===== config.mk =====
export PLATFORM = sky130hd
export DESIGN_NAME = rf_write_arbiter_flat
export DESIGN_NICKNAME = d
export VERILOG_FILES = /design/src/rtl/rf_write_arbiter_if.sv /design/src/rtl/rf_write_arbiter.sv /design/src/flat_wrapper.sv
export SDC_FILE = /design/constraint.sdc
export NUM_CORES = 1
export LEC_CHECK = 0
export ABC_AREA = 1
export BUFFER_PORTS_ARGS = -buffer_cell sky130_fd_sc_hd__buf_2
export CORE_ASPECT_RATIO = 0.75
export CORE_MARGIN = 2
export CORE_UTILIZATION = 50
export CTS_BUF_LIST = sky130_fd_sc_hd__clkbuf_4 sky130_fd_sc_hd__clkbuf_8 sky130_fd_sc_hd__clkbuf_16
export CTS_CLUSTER_DIAMETER = 50
export DETAILED_ROUTE_END_ITERATION = 12
export PLACE_DENSITY_LB_ADDON = 0.12
export SLEW_MARGIN = 5
export SYNTH_ARGS = -nofsm -noshare
export SYNTH_HDL_FRONTEND = slang
export SYNTH_SLANG_ARGS = --single-unit

===== constraint.sdc =====
create_clock -name clk -period 3.12 [get_ports clk]
set_input_delay 0.156 -clock clk [delete_from_list [all_inputs] [get_ports clk]]
set_output_delay 0.156 -clock clk [all_outputs]
set_load 0.05 [all_outputs]

===== src/rtl/rf_write_arbiter_if.sv =====
// Signal bundle between the WB stage / late unit / decode and the register-file write arbiter.
// The master modport is the requesting side; the slave modport is the arbiter.
interface rf_write_arbiter_if #(
  parameter int XLEN       = 32,
  parameter int FIFO_DEPTH = 4
);
  localparam int CW = $clog2(FIFO_DEPTH) + 1;

  logic            wb_valid;
  logic [4:0]      wb_rd;
  logic [XLEN-1:0] wb_data;
  logic            wb_ready;

  logic            late_valid;
  logic [4:0]      late_rd;
  logic [XLEN-1:0] late_data;
  logic            late_ready;

  logic            sb_set;
  logic [4:0]      sb_rd;

  logic [4:0]      dec_rs1;
  logic [4:0]      dec_rs2;
  logic [4:0]      dec_rd;
  logic            dec_rs1_use;
  logic            dec_rs2_use;
  logic            dec_rd_use;
  logic            hazard;

  logic [4:0]      rf_waddr;
  logic [XLEN-1:0] rf_wdata;
  logic [CW-1:0]   fifo_count;

  modport master (
    output wb_valid, wb_rd, wb_data,
    input  wb_ready,
    output late_valid, late_rd, late_data,
    input  late_ready,
    output sb_set, sb_rd,
    output dec_rs1, dec_rs2, dec_rd, dec_rs1_use, dec_rs2_use, dec_rd_use,
    input  hazard,
    input  rf_waddr, rf_wdata, fifo_count
  );

  modport slave (
    input  wb_valid, wb_rd, wb_data,
    output wb_ready,
    input  late_valid, late_rd, late_data,
    output late_ready,
    input  sb_set, sb_rd,
    input  dec_rs1, dec_rs2, dec_rd, dec_rs1_use, dec_rs2_use, dec_rd_use,
    output hazard,
    output rf_waddr, rf_wdata, fifo_count
  );
endinterface


===== src/rtl/rf_write_arbiter.sv =====
// Arbitrates the single register-file write port between WB and the late unit, queueing
// late results in a small FIFO and tracking outstanding late writes in a busy scoreboard.
module rf_write_arbiter #(
  parameter int XLEN       = 32,
  parameter int FIFO_DEPTH = 4,
  parameter int STARVE_MAX = 8
) (
  input logic             clk,
  input logic             Reset,
  rf_write_arbiter_if.slave bus
);
  localparam int AW = $clog2(FIFO_DEPTH);
  localparam int CW = AW + 1;
  localparam int SW = $clog2(STARVE_MAX + 1);

  logic [4:0]      fifo_rd_q   [FIFO_DEPTH];
  logic [XLEN-1:0] fifo_data_q [FIFO_DEPTH];
  logic [AW-1:0]   wptr_q, wptr_d;
  logic [AW-1:0]   rptr_q, rptr_d;
  logic [CW-1:0]   count_q, count_d;
  logic [SW-1:0]   starve_left_q, starve_left_d;
  logic [31:0]     busy_q, busy_d;
  logic [4:0]      waddr_q, waddr_d;
  logic [XLEN-1:0] wdata_q, wdata_d;

  logic            fifo_empty, fifo_full, starve_hit;
  logic            grant_fifo, grant_wb, grant_byp;
  logic            late_ready, push, pop;
  logic [4:0]      head_rd;
  logic [XLEN-1:0] head_data;

  always_comb begin
    fifo_empty = (count_q == '0);
    fifo_full  = (count_q == CW'(FIFO_DEPTH));
    head_rd    = fifo_rd_q[rptr_q];
    head_data  = fifo_data_q[rptr_q];
    // Starvation is a down-counter: terminal count zero means WB has won STARVE_MAX times in a row.
    starve_hit = (starve_left_q == '0) && !fifo_empty;

    grant_fifo = !fifo_empty && (starve_hit || !bus.wb_valid);
    grant_wb   = bus.wb_valid && !starve_hit;
    grant_byp  = fifo_empty && !bus.wb_valid && bus.late_valid;

    pop        = grant_fifo;
    late_ready = !fifo_full || pop;
    push       = bus.late_valid && late_ready && !grant_byp;
  end

  always_comb begin
    wptr_d  = push ? wptr_q + AW'(1) : wptr_q;
    rptr_d  = pop  ? rptr_q + AW'(1) : rptr_q;
    count_d = count_q;
    if (push && !pop) count_d = count_q + CW'(1);
    else if (pop && !push) count_d = count_q - CW'(1);
  end

  always_comb begin
    waddr_d = '0;
    wdata_d = '0;
    if (grant_fifo) begin
      waddr_d = head_rd;
      wdata_d = head_data;
    end else if (grant_wb) begin
      waddr_d = bus.wb_rd;
      wdata_d = bus.wb_data;
    end else if (grant_byp) begin
      waddr_d = bus.late_rd;
      wdata_d = bus.late_data;
    end
  end

  always_comb begin
    starve_left_d = starve_left_q;
    if (pop || fifo_empty) starve_left_d = SW'(STARVE_MAX);
    else if (grant_wb && starve_left_q != '0) starve_left_d = starve_left_q - SW'(1);
  end

  // Clear first so that a same-cycle set for the same register wins.
  always_comb begin
    busy_d = busy_q;
    if (grant_fifo) busy_d[head_rd] = 1'b0;
    else if (grant_byp) busy_d[bus.late_rd] = 1'b0;
    if (bus.sb_set) busy_d[bus.sb_rd] = 1'b1;
    busy_d[0] = 1'b0;
  end

  always_ff @(posedge clk or posedge Reset) begin
    if (Reset) begin
      wptr_q        <= '0;
      rptr_q        <= '0;
      count_q       <= '0;
      starve_left_q <= SW'(STARVE_MAX);
      busy_q        <= '0;
      waddr_q       <= '0;
      wdata_q       <= '0;
    end else begin
      wptr_q        <= wptr_d;
      rptr_q        <= rptr_d;
      count_q       <= count_d;
      starve_left_q <= starve_left_d;
      busy_q        <= busy_d;
      waddr_q       <= waddr_d;
      wdata_q       <= wdata_d;
    end
  end

  // Queue storage needs no reset; the pointers and count define what is valid.
  always_ff @(posedge clk) begin
    if (push) begin
      fifo_rd_q[wptr_q]   <= bus.late_rd;
      fifo_data_q[wptr_q] <= bus.late_data;
    end
  end

  assign bus.wb_ready   = !starve_hit;
  assign bus.late_ready = late_ready;
  assign bus.rf_waddr   = waddr_q;
  assign bus.rf_wdata   = wdata_q;
  assign bus.fifo_count = count_q;
  assign bus.hazard     = (bus.dec_rs1_use && busy_q[bus.dec_rs1])
                        | (bus.dec_rs2_use && busy_q[bus.dec_rs2])
                        | (bus.dec_rd_use  && busy_q[bus.dec_rd]);
endmodule


===== src/flat_wrapper.sv =====
// flat-port wrapper written by rule: the top's interface ports become plain ports
module rf_write_arbiter_flat 
#(
  parameter int XLEN       = 32,
  parameter int FIFO_DEPTH = 4,
  parameter int STARVE_MAX = 8
)
  (clk, Reset, bus_wb_valid, bus_wb_rd, bus_wb_data, bus_wb_ready, bus_late_valid, bus_late_rd, bus_late_data, bus_late_ready, bus_sb_set, bus_sb_rd, bus_dec_rs1, bus_dec_rs2, bus_dec_rd, bus_dec_rs1_use, bus_dec_rs2_use, bus_dec_rd_use, bus_hazard, bus_rf_waddr, bus_rf_wdata, bus_fifo_count);
  rf_write_arbiter_if #(.XLEN(XLEN), .FIFO_DEPTH(FIFO_DEPTH)) bus_i ();
  input logic clk;
  input logic Reset;
  input wire logic [$bits(bus_i.wb_valid)-1:0] bus_wb_valid;
  input wire logic [$bits(bus_i.wb_rd)-1:0] bus_wb_rd;
  input wire logic [$bits(bus_i.wb_data)-1:0] bus_wb_data;
  output wire logic [$bits(bus_i.wb_ready)-1:0] bus_wb_ready;
  input wire logic [$bits(bus_i.late_valid)-1:0] bus_late_valid;
  input wire logic [$bits(bus_i.late_rd)-1:0] bus_late_rd;
  input wire logic [$bits(bus_i.late_data)-1:0] bus_late_data;
  output wire logic [$bits(bus_i.late_ready)-1:0] bus_late_ready;
  input wire logic [$bits(bus_i.sb_set)-1:0] bus_sb_set;
  input wire logic [$bits(bus_i.sb_rd)-1:0] bus_sb_rd;
  input wire logic [$bits(bus_i.dec_rs1)-1:0] bus_dec_rs1;
  input wire logic [$bits(bus_i.dec_rs2)-1:0] bus_dec_rs2;
  input wire logic [$bits(bus_i.dec_rd)-1:0] bus_dec_rd;
  input wire logic [$bits(bus_i.dec_rs1_use)-1:0] bus_dec_rs1_use;
  input wire logic [$bits(bus_i.dec_rs2_use)-1:0] bus_dec_rs2_use;
  input wire logic [$bits(bus_i.dec_rd_use)-1:0] bus_dec_rd_use;
  output wire logic [$bits(bus_i.hazard)-1:0] bus_hazard;
  output wire logic [$bits(bus_i.rf_waddr)-1:0] bus_rf_waddr;
  output wire logic [$bits(bus_i.rf_wdata)-1:0] bus_rf_wdata;
  output wire logic [$bits(bus_i.fifo_count)-1:0] bus_fifo_count;
  assign bus_i.wb_valid = bus_wb_valid;
  assign bus_i.wb_rd = bus_wb_rd;
  assign bus_i.wb_data = bus_wb_data;
  assign bus_wb_ready = bus_i.wb_ready;
  assign bus_i.late_valid = bus_late_valid;
  assign bus_i.late_rd = bus_late_rd;
  assign bus_i.late_data = bus_late_data;
  assign bus_late_ready = bus_i.late_ready;
  assign bus_i.sb_set = bus_sb_set;
  assign bus_i.sb_rd = bus_sb_rd;
  assign bus_i.dec_rs1 = bus_dec_rs1;
  assign bus_i.dec_rs2 = bus_dec_rs2;
  assign bus_i.dec_rd = bus_dec_rd;
  assign bus_i.dec_rs1_use = bus_dec_rs1_use;
  assign bus_i.dec_rs2_use = bus_dec_rs2_use;
  assign bus_i.dec_rd_use = bus_dec_rd_use;
  assign bus_hazard = bus_i.hazard;
  assign bus_rf_waddr = bus_i.rf_waddr;
  assign bus_rf_wdata = bus_i.rf_wdata;
  assign bus_fifo_count = bus_i.fifo_count;
  rf_write_arbiter #(.XLEN(XLEN), .FIFO_DEPTH(FIFO_DEPTH), .STARVE_MAX(STARVE_MAX)) u_core (.clk(clk), .Reset(Reset), .bus(bus_i));
endmodule

Yosys cells after proc, flatten, opt, wreduce, memory -nomap -nowiden:

Memory sizes are Yosys's and may differ from the RTL's.
Cells that the tools add are included.

* memories kept: 2
* RAM bits: 148
* bits in registers: 79
* input port bits: 102
* output and inout bits: 43

* equality and inequality tests: 1
* order comparisons: 9
* reductions and logical operators: 31
* add/sub/neg operators: 5
* bitwise gates (word level): 7
* muxes and demuxes: 27

Memories
* u_core.fifo_data_q: words 4, bits a word 32, rd ports 1, clocked after Yosys merged registers in 0, wr ports 1, RTL line rf_write_arbiter.sv:17 `logic [XLEN-1:0] fifo_data_q [FIFO_DEPTH];`
* u_core.fifo_rd_q: words 4, bits a word 5, rd ports 1, clocked after Yosys merged registers in 0, wr ports 1, RTL line rf_write_arbiter.sv:16 `logic [4:0] fifo_rd_q [FIFO_DEPTH];`

Operators by type and width (count)
* $mux W32: 6
* $and A32 B32 Y32: 2
* $not A32 Y32: 2
* $lt A5 B6 Y1 const B: 6
* $or A32 B32 Y32: 1
* $logic_and A1 B1 Y1: 16
* $bmux W1 S5: 3
* $demux W1 S5: 3
* $ge A5 B1 Y1 const B: 3
* $mux W5: 3
* $mux W1: 8
* $mux W4: 2
* $logic_not A1 Y1: 7
* $mux W3: 2
* $add A2 B1 Y2 const B: 2
* $logic_not A4 Y1: 1
* $reduce_bool A2 Y1: 2
* $reduce_bool A4 Y1: 1
* $sub A4 B1 Y4 const B: 1
* $add A3 B1 Y3 const B: 1
* $eq A3 B3 Y1 const B: 1
* $logic_not A3 Y1: 1
* $logic_or A1 B1 Y1: 3
* $sub A3 B1 Y3 const B: 1
* $or A1 B1 Y1: 2

Longest topological paths before layout:

Gate-level depths: netlist of run 1.

* depth in word-level cells: 12
* mapped depth: 14
* mapped depth without buffers: 14

Worst setup path before layout of run 1:

Ideal clock, no wire load.

* kind: register -> register
* from: register u_core.count_q[2] (netlist: u_core.bus.fifo_count[2])
* to: memory u_core.fifo_data_q[0][0], enable pin
* library setup time: 431 ps
* cell stages (with the launch flop): 9
* arrival: 3726 ps
* setup slack: -1038 ps
* clock period less this slack: 4158 ps
* path through: dfrtp_1 -> inv_1 -> nand2_4 -> nand3_2 -> nand2_2 -> inv_2 -> nand3_1 -> nand3_2 -> nor2_1

* cells in the longest elaborated chain, start to end: 10
* elaborated cells between the ends (all ways): 15
* classes of those cells: eq/ne (1); mux (2); reduce/logical (12)

Ends and longest elaborated chain
* start: declaration: RTL line rf_write_arbiter.sv:20 `logic [CW-1:0] count_q, count_d;`
* start signal: assignment: RTL line rf_write_arbiter.sv:99 `count_q <= count_d;`
* $logic_not A3 Y1: RTL line rf_write_arbiter.sv:33 `fifo_empty = (count_q == '0);`
* $logic_not A1 Y1: RTL line rf_write_arbiter.sv:38, rf_write_arbiter.sv:40
* $logic_and A1 B1 Y1: RTL line rf_write_arbiter.sv:38 `starve_hit = (starve_left_q == '0) && !fifo_empty;`
* $logic_or A1 B1 Y1: RTL line rf_write_arbiter.sv:40 `grant_fifo = !fifo_empty && (starve_hit || !bus.wb_valid);`
* $logic_and A1 B1 Y1: RTL line rf_write_arbiter.sv:40
* $logic_or A1 B1 Y1 (*): RTL line rf_write_arbiter.sv:45 `late_ready = !fifo_full || pop;`
* via bus_late_ready: RTL line flat_wrapper.sv:19 `output wire logic [$bits(bus_i.late_ready)-1:0] bus_late_ready;`
* $logic_and A1 B1 Y1 (*) (2 in a row): RTL line rf_write_arbiter.sv:46 `push = bus.late_valid && late_ready && !grant_byp;`
* $mux W1 (*): RTL line rf_write_arbiter.sv:109 `if (push) begin`
* $mux W1 (implied by the code) (*): RTL line rf_write_arbiter.sv:111 `fifo_data_q[wptr_q] <= bus.late_data;`
* end: declaration: RTL line rf_write_arbiter.sv:17

The timed path passes the listed nets; every way through them passes the cells marked *.

Final worst setup path of run 1:

* from: register u_core.rptr_q[1]
* to: register u_core.wdata_q[12] (netlist: u_core.bus.rf_wdata[12])

* cells in the longest elaborated chain, start to end: 2

Ends and longest elaborated chain
* start: declaration: RTL line rf_write_arbiter.sv:19 `logic [AW-1:0] rptr_q, rptr_d;`
* start signal: assignment: RTL line rf_write_arbiter.sv:98 `rptr_q <= rptr_d;`
* $mem_v2 Z4 W32
* $mux W32: RTL line rf_write_arbiter.sv:60 `if (grant_fifo) begin`
* via u_core.wdata_d[12]: RTL line rf_write_arbiter.sv:24 `logic [XLEN-1:0] wdata_q, wdata_d;`
* end signal: assignment: RTL line rf_write_arbiter.sv:103 `wdata_q <= wdata_d;`
* end: declaration: RTL line rf_write_arbiter.sv:24

The timed path passes the listed nets, and every way through them passes these cells.
A chain may end at the register's enable or synchronous reset.

==> results of run 1 <==
-- registers in the layout, summed over array words and instances, names as in the netlist --
name and count:
u_core.fifo_data_q 128, u_core.wptr_q 2, u_core.busy_q 31, u_core.starve_left_q 4, u_core.fifo_rd_q 20, u_core.bus.rf_wdata 32, u_core.bus.rf_waddr 5, u_core.rptr_q 2
u_core.bus.fifo_count 3
-- cells by family (layout without fill, tap and decap cells) --
kind of cell / Yosys count / in the layout / share of synthesized area, %
buffers and inverters: 150 / 402 / 5.938
AND/OR/NAND/NOR: 601 / 601 / 25.27
multiplexers: 1 / 1 / 0.1067
flip-flops: 227 / 227 / 60.84
adder cells (fa/ha/maj): 8 / 8 / 1.019
AO/OA/AOI/OAI: 128 / 128 / 6.329
XOR/XNOR: 6 / 6 / 0.4979
-- layer usage --
| metal | global-route usage, % | vias up |
|---|---|---|
| met5 | 0 | - |
| met4 | 4.844 | 0 |
| met3 | 3.943 | 32 |
| met2 | 38.79 | 310 |
| met1 | 35.99 | 4044 |
| li1 | - | 4258 |
-- report_power, final --
group	internal [mW]	switching (mW)
logic	1.47	3.52
clock network	1.68	1.14
registers	4.14	0.365
-- layout make-up --
class	instances	area [sq um]	area share, %
inverters	104	399.1	2.993
multi-input cells	744	3542	26.56
well taps	282	352.8	2.646
repair buffers	256	1832	13.74
flip-flops and latches	227	6427	48.20
clock inverters	8	105.1	0.7881
clock buffers	34	676.9	5.076
-- through the flow --
stage          setup slack (ns)  hold slack [ns]
2_1_floorplan           0.09964           0.2549
3_3_place_gp             0.7421           0.2794
3_5_place_dp             0.7053           0.2870
4_1_cts                  0.5646          0.01911
5_1_grt                  0.4123          0.05338
6_report                 0.5090          0.04211
-- what timing repair did --
item / 4_1_cts / 5_1_grt
setup endpoints to repair: 0 / 0
hold buffers: 103 / 0
endpoints found under the hold margin: 258 / 0
-- synth_stat cells (all sizes together) --
master,count
or2,1
nand3,202
a41oi,2
clkbuf,17
o211ai,3
nor3,24
a21oi,53
xnor2,3
fa,1
inv,104
buf,29
o221ai,3
nor2,29
edfxtp,148
dfstp,1
ha,7
nand2,344
a31oi,1
o21ai,66
dfrtp,78
mux2,1
xor2,3
nand3b,1
-- worst max-delay path, stage by stage (launching register included) --
cell	delay, ns
sky130_fd_sc_hd__dfrtp_1	0.48
sky130_fd_sc_hd__inv_2	0.52
sky130_fd_sc_hd__buf_4	0.50
sky130_fd_sc_hd__nand3_1	0.12
sky130_fd_sc_hd__nand3_1	0.12
sky130_fd_sc_hd__nand3_1	0.11
sky130_fd_sc_hd__dlygate4sd3_1	0.60
-- final timing paths --
check / startpoint / endpoint / slack, ns / cells past startpoint
max: u_core.rptr_q[1] / u_core.bus.rf_wdata[12] / 0.51 / 6
min reg2reg: u_core.starve_left_q[0] / u_core.starve_left_q[0] / 0.45 / 1
max reg2reg: u_core.rptr_q[1] / u_core.bus.rf_wdata[12] / 0.51 / 6
max in group asynchronous: Reset / u_core.busy_q[7] / 2.46 / 4
min in group asynchronous: Reset / u_core.starve_left_q[0] / 0.28 / 4
min: bus_sb_rd[0] / u_core.busy_q[8] / 0.04 / 4
==> tab_implementation.tex, run 1 <==
\begin{tabular}{lr}
\hline
Metric & Value \\
\hline
\multicolumn{2}{l}{\textbf{GRT}} \\
\quad GR Util All Layers & between 20\% and 30\% \\
\quad Maximum number of pins on one net before global-route repair & 80 \\
\quad Total congestion overflow & 0 \\
\quad Via count of the first global-routing pass & about 8000 \\
\quad Initial antenna violation count & 0 \\
\quad Global-route wire length before repair & roughly 42000 microns \\
\multicolumn{2}{l}{\textbf{Place}} \\
\quad Estimated wirelength of the detail-placed design & 16340 microns \\
\quad Instance count after placement with tap cells included & $\sim$1500 \\
\quad Number of buffers added on ports & 144 \\
\quad Placed inst area & roughly 12000 sq um \\
\quad Final RePlAce weighted congestion & 0.9137 \\
\multicolumn{2}{l}{\textbf{Yosys}} \\
\quad Portion of the post-synthesis area used by sequential elements & between 60\% and 70\% \\
\quad Synth Cell Area & approximately 11000 sq um \\
\quad Cells taking the most area after synthesis & sky130\_fd\_sc\_hd\_\_edfxtp\_1, sky130\_fd\_sc\_hd\_\_dfrtp\_1, sky130\_fd\_sc\_hd\_\_nand2\_1, sky130\_fd\_sc\_hd\_\_nand3\_1, sky130\_fd\_sc\_hd\_\_inv\_1 \\
\quad Register bit total from synthesis & $\sim$230 \\
\quad Syn. warnings & 0 \\
\quad Proportion of netlist area held by the largest area contributor & $\sim$42\% \\
\quad Cell taking the most area after synthesis & sky130\_fd\_sc\_hd\_\_edfxtp\_1 \\
\quad Gate Count Post-Synth & about 1100 \\
\quad Count of unique library cells instantiated by Yosys & 36 \\
\quad Post-Synthesis Net Count & between 1000 and 1500 \\
\quad Mean Syn Cell Area & between 9 and 10 sq um \\
\multicolumn{2}{l}{\textbf{Routing}} \\
\quad Number of routed nets with antenna violations & 0 \\
\quad Vias per cell & approximately 5.2 \\
\quad Total length of routed met2 wires & around 12000 microns \\
\quad First-pass detailed-route iteration total & 5 \\
\quad Starting DRT DRC Count & around 800 \\
\quad DRC Markers & 0 \\
\quad Met3 wire length & roughly 1800 microns \\
\quad Total via count in the routed design & slightly below 9000 \\
\quad Uppermost metal layer occupied by signal nets & met4 \\
\quad WL met1 & between 10000 and 15000 microns \\
\quad Drt wl/cell & about 16 microns \\
\quad Wire length after detailed routing & between 20000 and 30000 microns \\
\multicolumn{2}{l}{\textbf{Worst setup path}} \\
\quad Critical path capture point type & register \\
\quad Worst Path Class, Setup & register to register \\
\quad Worst endpoint data arrival time & between 2 and 3 ns \\
\quad Req. time, crit path & 3.49 ns \\
\quad Largest fanout of any net on the critical path & 36 \\
\quad Kind of start point of the critical path & register \\
\multicolumn{2}{l}{\textbf{Finish}} \\
\quad Share of final-layout standard cells stronger than drive strength 1 & between 15 and 20\% \\
\quad Post-layout util & 65.07\% \\
\quad Top library cells by usage in the layout, fill and taps aside & sky130\_fd\_sc\_hd\_\_nand2\_1, sky130\_fd\_sc\_hd\_\_nand3\_1, sky130\_fd\_sc\_hd\_\_edfxtp\_1 \\
\quad Most common cell after layout, fill and taps aside & sky130\_fd\_sc\_hd\_\_nand2\_1 \\
\quad Non-Filler Instances & 1655 \\
\quad Layout filler cell count & roughly 1700 \\
\quad Area growth from synthesis to final layout & 26.32\% \\
\quad Antenna cell count & 0 \\
\quad Final instance area & $\sim$13000 sq um \\
\quad Net total in the final layout & 1466 \\
\multicolumn{2}{l}{\textbf{Power and ir drop}} \\
\quad Peak supply drop & around 0.71 mV \\
\quad Power density of the placed cells & between 900 and 1000 nW/um\^{}2 \\
\quad Leakage & 5.783 nW \\
\quad Total design power & between 10 and 15 mW \\
\multicolumn{2}{l}{\textbf{Die}} \\
\quad Standard-cell row count & 45 \\
\quad I/O pin total & between 100 and 150 \\
\quad Area of the core & just over 20000 sq um \\
\quad Chip Width & between 150 and 200 microns \\
\quad Die Ht & 129.8 microns \\
\quad Initial core utilization & roughly half \\
\quad DIE AREA & 22300 sq um \\
\multicolumn{2}{l}{\textbf{CTS}} \\
\quad CTS clock-pin slew for the worst setup and hold paths & about 0.070 ns \\
\quad Post-CTS Setup Bufs & 0 \\
\quad Resized cells post-CTS & 0 \\
\quad Inserted Clock Buffers & 23 \\
\quad Clk\_lat worst skew & roughly 0.51 ns \\
\quad Maximum clock insertion buffer count & 3 \\
\quad Number of H-tree levels & 1 \\
\quad Clk sinks & roughly 230 \\
\quad Library cell used as clock root buffer & sky130\_fd\_sc\_hd\_\_clkbuf\_16 \\
\quad Clock tree from TritonCTS & done \\
\multicolumn{2}{l}{\textbf{STA}} \\
\quad Share of the cycle needed by the critical path after routing & roughly 84\% \\
\quad Unrepaired setup endpoints after global routing & false \\
\quad Max Fclk & 383.0 MHz \\
\quad Transition at the pin with the smallest max-transition slack & $\sim$0.69 ns \\
\quad Largest clock skew in the final design & between 0.02 and 0.025 ns \\
\quad Final critical path time including I/O delays and setup & 2.611 ns \\
\quad Slew Limit Headroom & 53.58\% \\
\quad Number of hold violations in the final report & 0 \\
\quad Setup violators final & 0 \\
\quad Slew Viols, Final & 0 \\
\quad Setup TNS & 0 ns \\
\multicolumn{2}{l}{\textbf{Worst hold path}} \\
\quad Worst min path class & input port to register \\
\multicolumn{2}{l}{\textbf{Job}} \\
\quad Max-cap check violation count & 0 \\
\multicolumn{2}{l}{\textbf{Run status}} \\
\quad Run status & finished, final reports clean \\
\hline
\end{tabular}
Power figures use the tool's default switching activity.
==> run 2, diff against run 1 <==
- clock period: 3.12 -> 2.5 ns (I/O delays scaled with it)
==> run 2 against run 1 <==
Effect of this change: clock power is 24% higher; clock skew is 0.0015 ns lower; utilization is 1.0 points higher; global-route usage is 0.66 points higher; critical endpoint is now u_core.bus.rf_wdata[14]; highest routed layer unchanged.
==> tab_implementation.tex, run 2 (synthesized netlist as in run 1, its figures left out) <==
\begin{tabular}{lr}
\hline
Metric & Value \\
\hline
\multicolumn{2}{l}{\textbf{Run status}} \\
\quad Run status & finished, final reports clean (unchanged) \\
\multicolumn{2}{l}{\textbf{Worst setup path}} \\
\quad Worst Path Class, Setup & register to register (unchanged) \\
\quad Kind of start point of the critical path & register (unchanged) \\
\quad Worst-path cell with the longest stage delay & sky130\_fd\_sc\_hd\_\_dlygate4sd3\_1 (unchanged) \\
\quad Number of buffer and inverter stages on the critical path & 3 (unchanged) \\
\quad Worst stage delay on the critical path & 0.58 ns (was 0.60 ns) \\
\quad Req. time, crit path & 2.93 ns (was 3.49 ns) \\
\quad Largest fanout of any net on the critical path & 23 (was 36) \\
\quad Critical path capture point type & register (unchanged) \\
\quad CP delay by family, top & buffers and inverters (unchanged) \\
\quad Cell Chain, Critical Path & nor2\_4 -> nand2\_4 -> nor2\_4 -> nand2\_4 -> inv\_4 -> buf\_4 -> nand2\_1 -> nand3\_1 -> dlygate4sd3\_1 (was inv\_2 -> buf\_4 -> nand3\_1 -> nand3\_1 -> nand3\_1 -> dlygate4sd3\_1) \\
\quad Worst endpoint data arrival time & 2.80 ns (was 2.99 ns) \\
\multicolumn{2}{l}{\textbf{Routing}} \\
\quad Total length of routed met2 wires & 12570 microns (was 12370 microns) \\
\quad Drt wl/cell & 16.15 microns (was 16.28 microns) \\
\quad Wire length after detailed routing & 26960 microns (was 26940 microns) \\
\quad Starting DRT DRC Count & 797 (unchanged) \\
\quad Vias per cell & 5.224 (was 5.223) \\
\quad DRC Markers & 0 (unchanged) \\
\quad WL met1 & 12410 microns (was 12390 microns) \\
\quad Total via count in the routed design & 8719 (was 8644) \\
\quad Uppermost metal layer occupied by signal nets & met4 (unchanged) \\
\quad Number of routed nets with antenna violations & 0 (unchanged) \\
\quad First-pass detailed-route iteration total & 5 (unchanged) \\
\quad Met3 wire length & 1622 microns (was 1816 microns) \\
\multicolumn{2}{l}{\textbf{CTS}} \\
\quad CTS clock-pin slew for the worst setup and hold paths & 0.06 ns (was 0.07 ns) \\
\quad Clock tree from TritonCTS & done (unchanged) \\
\quad Library cell used as clock root buffer & sky130\_fd\_sc\_hd\_\_clkbuf\_16 (unchanged) \\
\quad Maximum clock insertion buffer count & 3 (unchanged) \\
\quad Number of H-tree levels & 1 (unchanged) \\
\quad Clk\_lat worst skew & 0.51 ns (about the same) \\
\quad Post-CTS Setup Bufs & 0 (unchanged) \\
\quad Clk sinks & 227 (unchanged) \\
\quad Inserted Clock Buffers & 24 (was 23) \\
\multicolumn{2}{l}{\textbf{Finish}} \\
\quad Layout filler cell count & 1702 (was 1698) \\
\quad Largest register by flop count & u\_core.fifo\_data\_q (unchanged) \\
\quad Most common cell after layout, fill and taps aside & sky130\_fd\_sc\_hd\_\_nand2\_1 (unchanged) \\
\quad Storage element area & 6427 sq um (unchanged) \\
\quad Net total in the final layout & 1479 (was 1466) \\
\quad Area growth from synthesis to final layout & 28.30\% (was 26.32\%) \\
\quad Top library cells by usage in the layout, fill and taps aside & sky130\_fd\_sc\_hd\_\_nand2\_1, sky130\_fd\_sc\_hd\_\_nand3\_1, sky130\_fd\_sc\_hd\_\_edfxtp\_1 (unchanged) \\
\quad Final instance area & 13540 sq um (was 13340 sq um) \\
\quad Number of flip-flops under the largest register name & 128 (unchanged) \\
\quad Share of final-layout standard cells stronger than drive strength 1 & 17.88\% (was 17.26\%) \\
\quad Combined area of the multi-input logic cells & 3582 sq um (was 3542 sq um) \\
\quad Antenna cell count & 0 (unchanged) \\
\quad Non-Filler Instances & 1669 (was 1655) \\
\multicolumn{2}{l}{\textbf{STA}} \\
\quad Hold Slack & 0.04561 ns (was 0.04211 ns) \\
\quad Setup violators final & 0 (unchanged) \\
\quad Largest clock skew in the final design & 0.02133 ns (was 0.02283 ns) \\
\quad Unrepaired setup endpoints after global routing & false (unchanged) \\
\quad Slew Limit Headroom & 39.86\% (was 53.58\%) \\
\quad Final Worst Setup Slack & 0.1348 ns (was 0.5090 ns) \\
\quad Share of the cycle needed by the critical path after routing & 94.61\% (was 83.69\%) \\
\quad Max Fclk & 422.8 MHz (was 383.0 MHz) \\
\quad Slew Viols, Final & 0 (unchanged) \\
\quad Transition at the pin with the smallest max-transition slack & 0.8953 ns (was 0.6910 ns) \\
\quad Number of hold violations in the final report & 0 (unchanged) \\
\quad Final critical path time including I/O delays and setup & 2.365 ns (was 2.611 ns) \\
\multicolumn{2}{l}{\textbf{Place}} \\
\quad Placed inst area & 11680 sq um (was 11520 sq um) \\
\quad Number of buffers added on ports & 144 (unchanged) \\
\quad Pre-CTS WS & 0.2070 ns (was 0.7053 ns) \\
\quad Estimated wirelength of the detail-placed design & 17130 microns (was 16340 microns) \\
\quad Instance count after placement with tap cells included & 1518 (was 1510) \\
\quad Final RePlAce weighted congestion & 0.9157 (was 0.9137) \\
\multicolumn{2}{l}{\textbf{Die}} \\
\quad Die Ht & 129.8 microns (unchanged) \\
\quad DIE AREA & 22300 sq um (unchanged) \\
\quad Chip Width & 171.8 microns (unchanged) \\
\quad Initial core utilization & 51.51\% (unchanged) \\
\quad Standard-cell row count & 45 (unchanged) \\
\quad I/O pin total & 145 (unchanged) \\
\quad Area of the core & 20490 sq um (unchanged) \\
\multicolumn{2}{l}{\textbf{GRT}} \\
\quad Initial antenna violation count & 0 (unchanged) \\
\quad Global-route wire length before repair & 43820 microns (was 42380 microns) \\
\quad Maximum number of pins on one net before global-route repair & 54 (was 80) \\
\quad Total congestion overflow & 0 (unchanged) \\
\quad Via count of the first global-routing pass & 8479 (was 8021) \\
\quad GR Util All Layers & 25.03\% (was 24.37\%) \\
\multicolumn{2}{l}{\textbf{Job}} \\
\quad Max-cap check violation count & 0 (unchanged) \\
\multicolumn{2}{l}{\textbf{Power and ir drop}} \\
\quad Power density of the placed cells & 1149 nW/um\^{}2 (was 923.1 nW/um\^{}2) \\
\quad Peak supply drop & 0.6806 mV (was 0.7054 mV) \\
\quad Total design power & 15.56 mW (was 12.31 mW) \\
\quad Leakage & 5.864 nW (was 5.783 nW) \\
\multicolumn{2}{l}{\textbf{Worst hold path}} \\
\quad Worst min path class & input port to register (unchanged) \\
\hline
\end{tabular}
## run 2: cell count changes in the layout (fill, tap and decap cells not counted), sizes merged
cell | previous run | this run
buf | 153 | 161
clkinv | 3 | 8
dlygate4sd3 | 103 | 107
bufinv | 2 | 1
clkbuf | 34 | 33
clkinvlp | 2 | 1
## run 2: final cells by class
cell class / count / share of cell area [%]
Sequential cell: 227 / 47.46
Multi-Input combinational cell: 744 / 26.45
Timing Repair Buffer: 268 / 14.66
Clock buffer: 33 / 5.155
Inverter: 104 / 2.984
Tap cell: 282 / 2.605
Clock inverter: 11 / 0.6928
## run 2: where the power goes
group	total, mW	internal (mW)	switching, mW	leakage, nW
Sequential	5.65	5.16	0.491	2.27
Clock	3.49	2.07	1.42	0.398
Combinational	6.42	1.99	4.42	3.19
## run 2: per-layer routing
layer  track usage (%)  up-vias
li1                  -     4279
met1             35.94     4101
met2             41.81      304
met3             2.912       35
met4             5.091        0
met5                 0        -
## run 2: final timing paths
kind                       cells past startpoint                      end                      from  slack (ns)
max reg2reg                                    9  u_core.bus.rf_wdata[14]  u_core.bus.fifo_count[1]        0.13
min reg2reg                                    1  u_core.starve_left_q[0]   u_core.starve_left_q[0]        0.46
max                                            9  u_core.bus.rf_wdata[14]  u_core.bus.fifo_count[1]        0.13
max in group asynchronous                      4   u_core.bus.rf_wdata[9]                     Reset        1.63
min                                            1   u_core.fifo_rd_q[2][1]            bus_late_rd[1]        0.05
min in group asynchronous                      3  u_core.starve_left_q[0]                     Reset        0.19
## run 2: per-stage QoR
| step | TNS, ns | util [%] |
|---|---|---|
| after floorplan | -5.953 | - |
| after detailed placement | 0 | 56.98 |
| after CTS | 0 | 66.07 |
| after global placement | 0 | 56.98 |
| after global routing | 0 | 66.09 |
| final | 0 | 66.09 |
## run 2: what timing repair did
item / in CTS / in global routing
gates resized for setup: 0 / 1
hold buffers: 107 / 0
hold endpoints to repair: 222 / 0
setup endpoints to repair: 0 / 7
